===== config.mk =====
export PLATFORM = sky130hd
export DESIGN_NAME = if_fetch_stage_flat
export DESIGN_NICKNAME = d
export VERILOG_FILES = /design/src/rtl/if_fetch_stage_pkg.sv /design/src/rtl/if_fetch_stage_if.sv /design/src/rtl/if_fetch_stage_hazard_lu.sv /design/src/rtl/if_fetch_stage.sv /design/src/flat_wrapper.sv
export SDC_FILE = /design/constraint.sdc
export NUM_CORES = 1
export LEC_CHECK = 0
export ABC_AREA = 1
export CORE_MARGIN = 2
export CORE_UTILIZATION = 25
export CTS_CLUSTER_SIZE = 8
export DETAILED_ROUTE_END_ITERATION = 10
export PLACE_DENSITY = 0.43
export SLEW_MARGIN = 25
export SYNTH_ARGS = -nofsm -noshare
export SYNTH_HDL_FRONTEND = slang
export SYNTH_SLANG_ARGS = --single-unit

===== constraint.sdc =====
create_clock -name clk -period 3.07 [get_ports clk]
set_input_delay 0.614 -clock clk [delete_from_list [all_inputs] [get_ports clk]]
set_output_delay 0.614 -clock clk [all_outputs]
set_load 0.01 [all_outputs]

===== src/rtl/if_fetch_stage_pkg.sv =====
// Shared pipeline definitions for the fetch stage: reset vector, fetch FSM
// encoding, the nop word and the MIPS rs/rt field positions.
package if_fetch_stage_pkg;

   localparam logic [31:0] RESET_PC_DEFAULT = 32'h0000_3000;
   localparam logic [31:0] NOP              = 32'h0000_0000;

   localparam int RS_MSB = 25;
   localparam int RS_LSB = 21;
   localparam int RT_MSB = 20;
   localparam int RT_LSB = 16;

   typedef enum logic [1:0] {
      REQ  = 2'd0,
      SKID = 2'd1,
      DROP = 2'd2
   } fetch_state_e;

   function automatic logic [4:0] rs_field(input logic [31:0] inst);
      return inst[RS_MSB:RS_LSB];
   endfunction

   function automatic logic [4:0] rt_field(input logic [31:0] inst);
      return inst[RT_MSB:RT_LSB];
   endfunction

endpackage


===== src/rtl/if_fetch_stage_if.sv =====
// Instruction-memory request/response bus seen by the fetch stage.
interface if_fetch_stage_if;

   logic        imem_req;
   logic [31:0] imem_addr;
   logic        imem_ready;
   logic [31:0] imem_rdata;

   modport master (
      output imem_req,
      output imem_addr,
      input  imem_ready,
      input  imem_rdata
   );

   modport slave (
      input  imem_req,
      input  imem_addr,
      output imem_ready,
      output imem_rdata
   );

endinterface


===== src/rtl/if_fetch_stage_hazard_lu.sv =====
// Load-use hazard detector: compares the ID/EX load destination against the
// source fields of the instruction sitting in IF/ID.
module hazard_lu
   import if_fetch_stage_pkg::*;
(
   input  logic       ifid_valid,
   input  logic [4:0] ifid_rs,
   input  logic [4:0] ifid_rt,
   input  logic       idex_memread,
   input  logic [4:0] idex_rt,
   input  logic       redirect,
   output logic       lu,
   output logic       idex_flush
);

   logic rt_nonzero;
   logic src_match;

   // $0 is hardwired, so a load targeting it never creates a dependency
   assign rt_nonzero = (idex_rt != 5'd0);
   assign src_match  = (idex_rt == ifid_rs) | (idex_rt == ifid_rt);
   assign lu         = ifid_valid & idex_memread & rt_nonzero & src_match;
   assign idex_flush = lu | redirect;

endmodule


===== src/rtl/if_fetch_stage.sv =====
// Instruction fetch stage: pc, IF/ID register and a three-state fetch FSM
// that buffers one word under stall and discards responses after a redirect.
module if_fetch_stage
   import if_fetch_stage_pkg::*;
#(
   parameter logic [31:0] RESET_PC = RESET_PC_DEFAULT
)
(
   input  logic              clk,
   input  logic              rst_n,
   if_fetch_stage_if.master  imem,
   input  logic              redirect,
   input  logic [31:0]       redirect_pc,
   input  logic              idex_memread,
   input  logic [4:0]        idex_rt,
   input  logic              hold,
   output logic              ifid_valid,
   output logic [31:0]       ifid_inst,
   output logic [31:0]       ifid_pc4,
   output logic              idex_flush
);

   fetch_state_e state, state_next;

   logic [31:0] pc, pc_next, pc_plus4;
   logic        ifid_valid_next;
   logic [31:0] ifid_inst_next, ifid_pc4_next;
   logic [31:0] skid, skid_next;
   logic [31:0] skid_pc4, skid_pc4_next;
   logic [31:0] drop_addr, drop_addr_next;
   logic        imem_req_c;
   logic [31:0] imem_addr_c;
   logic        lu;
   logic        stall_f;

   hazard_lu u_hazard_lu (
      .ifid_valid   (ifid_valid),
      .ifid_rs      (rs_field(ifid_inst)),
      .ifid_rt      (rt_field(ifid_inst)),
      .idex_memread (idex_memread),
      .idex_rt      (idex_rt),
      .redirect     (redirect),
      .lu           (lu),
      .idex_flush   (idex_flush)
   );

   assign stall_f  = (lu | hold) & ~redirect;
   assign pc_plus4 = pc + 32'd4;

   // Request is masked while reset is asserted so nothing is issued until release
   assign imem.imem_req  = rst_n & imem_req_c;
   assign imem.imem_addr = imem_addr_c;

   always_comb begin
      state_next      = state;
      pc_next         = pc;
      ifid_valid_next = ifid_valid;
      ifid_inst_next  = ifid_inst;
      ifid_pc4_next   = ifid_pc4;
      skid_next       = skid;
      skid_pc4_next   = skid_pc4;
      drop_addr_next  = drop_addr;
      imem_req_c      = 1'b0;
      imem_addr_c     = pc;

      unique case (state)
         REQ: begin
            imem_req_c  = 1'b1;
            imem_addr_c = pc;
            if (redirect) begin
               // The outstanding address must stay on the bus until it is accepted
               if (!imem.imem_ready) begin
                  drop_addr_next = pc;
                  state_next     = DROP;
               end
            end else if (imem.imem_ready) begin
               pc_next = pc_plus4;
               if (stall_f) begin
                  skid_next     = imem.imem_rdata;
                  skid_pc4_next = pc_plus4;
                  state_next    = SKID;
               end else begin
                  ifid_valid_next = 1'b1;
                  ifid_inst_next  = imem.imem_rdata;
                  ifid_pc4_next   = pc_plus4;
               end
            end
         end
         SKID: begin
            if (redirect) begin
               state_next = REQ;
            end else if (!stall_f) begin
               ifid_valid_next = 1'b1;
               ifid_inst_next  = skid;
               ifid_pc4_next   = skid_pc4;
               state_next      = REQ;
            end
         end
         DROP: begin
            imem_req_c  = 1'b1;
            imem_addr_c = drop_addr;
            if (imem.imem_ready) begin
               state_next = REQ;
            end
         end
         default: begin
            state_next = REQ;
         end
      endcase

      // A taken branch overrides everything fetched on the wrong path
      if (redirect) begin
         pc_next         = redirect_pc;
         ifid_valid_next = 1'b0;
         ifid_inst_next  = NOP;
         ifid_pc4_next   = 32'd0;
         skid_next       = NOP;
         skid_pc4_next   = 32'd0;
      end
   end

   always_ff @(posedge clk or negedge rst_n) begin
      if (!rst_n) begin
         state <= REQ;
      end else begin
         state <= state_next;
      end
   end

   always_ff @(posedge clk or negedge rst_n) begin
      if (!rst_n) begin
         pc         <= RESET_PC;
         ifid_valid <= 1'b0;
         ifid_inst  <= NOP;
         ifid_pc4   <= 32'd0;
         skid       <= NOP;
         skid_pc4   <= 32'd0;
         drop_addr  <= 32'd0;
      end else begin
         pc         <= pc_next;
         ifid_valid <= ifid_valid_next;
         ifid_inst  <= ifid_inst_next;
         ifid_pc4   <= ifid_pc4_next;
         skid       <= skid_next;
         skid_pc4   <= skid_pc4_next;
         drop_addr  <= drop_addr_next;
      end
   end

endmodule


===== src/flat_wrapper.sv =====
// flat-port wrapper written by rule: the top's interface ports become plain ports
module if_fetch_stage_flat import if_fetch_stage_pkg::*;
#(
   parameter logic [31:0] RESET_PC = RESET_PC_DEFAULT
)
  (clk, rst_n, redirect, redirect_pc, idex_memread, idex_rt, hold, ifid_valid, ifid_inst, ifid_pc4, idex_flush, imem_imem_req, imem_imem_addr, imem_imem_ready, imem_imem_rdata);
  if_fetch_stage_if imem_i ();
  input  logic clk;
  input  logic rst_n;
  input  logic redirect;
  input  logic [31:0] redirect_pc;
  input  logic idex_memread;
  input  logic [4:0] idex_rt;
  input  logic hold;
  output logic ifid_valid;
  output logic [31:0] ifid_inst;
  output logic [31:0] ifid_pc4;
  output logic idex_flush;
  output wire logic [$bits(imem_i.imem_req)-1:0] imem_imem_req;
  output wire logic [$bits(imem_i.imem_addr)-1:0] imem_imem_addr;
  input wire logic [$bits(imem_i.imem_ready)-1:0] imem_imem_ready;
  input wire logic [$bits(imem_i.imem_rdata)-1:0] imem_imem_rdata;
  assign imem_imem_req = imem_i.imem_req;
  assign imem_imem_addr = imem_i.imem_addr;
  assign imem_i.imem_ready = imem_imem_ready;
  assign imem_i.imem_rdata = imem_imem_rdata;
  if_fetch_stage #(.RESET_PC(RESET_PC)) u_core (.clk(clk), .rst_n(rst_n), .imem(imem_i), .redirect(redirect), .redirect_pc(redirect_pc), .idex_memread(idex_memread), .idex_rt(idex_rt), .hold(hold), .ifid_valid(ifid_valid), .ifid_inst(ifid_inst), .ifid_pc4(ifid_pc4), .idex_flush(idex_flush));
endmodule

==> metrics <==
Post-CTS Hold Fix Bufs=0; root buffer cell=clkbuf_16; WL met2=about 16000 um; area of the multi-input gates=4700 um2; IO Count=roughly 170; Post-Syn Area=10300 um2; post_cts resized=0; total gr overflow=0; share of synthesized registers carrying an async set or reset=1.00; postcts setup bufs=0; CP endpoint kind=output pin; full die area=42700 um2; VDD IR-drop max=~0.00043 V; first-pass GRT wire length=roughly 57000 um; area share of the largest cell type after synthesis=0.470; Detail Route Antenna Nets=0; power density over cell area=around 550 nW/um2; Worst-Margin Slew=approximately 770 ps; cell count after synthesis=between 1000 and 1500; Final Skew=roughly 15 ps; DR pass1 iterations=5; Placer Congestion=0.887; most frequent cell after synthesis=nand2_1; RSZ-0062 raised after global routing=no; P_leak=roughly 6.2 nW; final core utilization=0.322; CTS tree=done; number of CTS-inserted buffers=17; number of flops mapped to enable cells by yosys=0; initial antenna violation count=0; mean area per synthesized cell=around 7.5 um2; via count=around 9500; final hold slack=~270 ps; final setup vio count=0; DRC=0; Mapped Nets=approximately 1500; Tcrit/Tclk final=0.945; status=finished, final reports clean; core box area=just over 40000 um2; Synth cell types=32; synth top area cells=dfrtp_1, nand2_1, nand3_1; Yosys reg bits=roughly 200; Synth area leader=dfrtp_1; worst r2r src=u_core.pc[2]; chip width=between 200 and 250 um; launch point of the worst path=idex_rt[1]; DRT iter0 DRCs=588; Worst Setup Start Kind=primary input; FF+latch area=~5000 um2; worst-path fanout max=4; diodes inserted=0; WP data required=2460 ps; Relative slew margins=0.487; largest net degree at the start of global routing=a little over 100; Total GRT Usage=0.176; dominant synthesized flop cell=dfrtp_1; worst reg-to-reg setup slack=690 ps; row count=between 70 and 80; Top Layer Used=met4; final hold vios=0; WS Path Type=in -> out; Reg clk slew, reported paths=70 ps; Tmin final=2900 ps; Avg Vias per Cell=4.61; Clock Latency Late Sink=460 ps; Layout area overhead=27.5%; Die H=around 210 um; share of cells above drive strength 1=0.0638; Setup crit end=idex_flush; sequential area share after synthesis=0.476; crit path DAT=approximately 2300 ps; nets@finish=between 1500 and 2000; port bufs=roughly 170; Fmax=0.345 GHz; Total Wirelength=roughly 36000 um; Final Slew Violations=0; WL met1=19000 um; max-cap violations=0; worst r2r path cells=9; Post-synth top cells=nand2_1, dfrtp_1, nand3_1; FF-to-FF End=u_core.pc[18]; sum of negative setup slack=0 ps; Yosys warnings=0; Sink Count=195; DR WL/cell=about 18 um; worst hold path class=in -> async; vias in the first global route=around 9400; fill count=roughly 4400; metal3 WL=between 1000 and 1500 um; Longest Clk Path Bufs=2; H-tree depth=4; initial core utilization=0.253; HPWL after DPL=roughly 25000 um
## worst max-delay path, stage by stage
cell	delay, ps
clkdlybuf4s50_1	550
inv_2	50
nand2_1	50
nand2_1	50
nor2_1	120
nand3_1	80
nand2_1	120
nand2_4	60
nand2_1	60
clkdlybuf4s50_1	530
## through the flow
step | setup slack [ps] | cell area [um2] | total power [mW] | instances
after detailed placement | 176 | 12500 | 5.07 | 2020
after global placement | 201 | 12500 | 5.06 | 2020
after CTS | 106 | 13100 | 7.34 | 2052
after floorplan | 1210 | 10300 | 4.11 | 1374
after global routing | 28.5 | 13100 | 7.67 | 2052
final | 167 | 13100 | 7.23 | 2052
## logic make-up after synthesis
| group | share of synthesized area |
|---|---|
| adders and majority gates | 0.00122 |
| buffers and inverters | 0.0673 |
| xor gates and xnor gates | 0.0118 |
| AOI/OAI and AO/OA | 0.0875 |
| and+or+nand+nor | 0.357 |
| DFF | 0.476 |
## report_power, final
group,leakage [nW],switching [mW],internal [mW],total (mW)
Sequential,2.53,0.240,2.91,3.15
Combinational,3.42,1.08,0.767,1.85
Clock,0.265,1.08,1.15,2.23
Total,6.21,2.40,4.82,7.23
## cells in the final DEF (no fill, tap or decap), drive strengths merged
cell type	n
nand2	535
dfrtp	193
clkdlybuf4s50	171
nand3	143
nor2	109
a21oi	89
inv	67
o21ai	49
nand4	43
buf	30
o211ai	22
clkbuf	22
nand3b	14
xor2	11
clkinv	5
a22oi	4
clkinvlp	3
xnor2	2
a31oi	2
dfstp	2
nor3	1
or2	1
ha	1
bufinv	1
## worst min-delay path by stage
| stage | slack [ps] | end | startpoint | depth (start not counted) |
|---|---|---|---|---|
| global placement | 450 | u_core.skid_pc4[22] | u_core.skid_pc4[22] | 2 |
| detailed placement | 450 | u_core.skid_pc4[18] | u_core.skid_pc4[18] | 2 |
| finish | 270 | u_core.drop_addr[25] | rst_n | 2 |
| floorplan | 320 | u_core.drop_addr[0] | rst_n | 0 |
| global route | 300 | u_core.drop_addr[25] | rst_n | 2 |
| CTS | 270 | u_core.drop_addr[25] | rst_n | 2 |
## routing by layer
layer,GRT usage,vias up
met5,0,-
met4,0.0421,0
met3,0.0273,24
met2,0.252,188
met1,0.273,4503
li1,-,4738
## final cells by class
cell class / count / share of cell area
Timing Repair Buffer: 202 / 0.156
Clock buffer: 21 / 0.0344
Multi-Input combinational cell: 1026 / 0.359
Inverter: 65 / 0.0188
Tap cell: 532 / 0.0509
Sequential cell: 195 / 0.373
Clock inverter: 11 / 0.00803
## sequential cells by signal, indices dropped and copies added, names as in the netlist
register           cells
u_core.ifid_valid      1
u_core.ifid_pc4       32
u_core.skid           32
u_core.skid_pc4       32
u_core.pc             32
u_core.state           2
u_core.drop_addr      32
u_core.ifid_inst      32
Power figures use the tool's default switching activity.
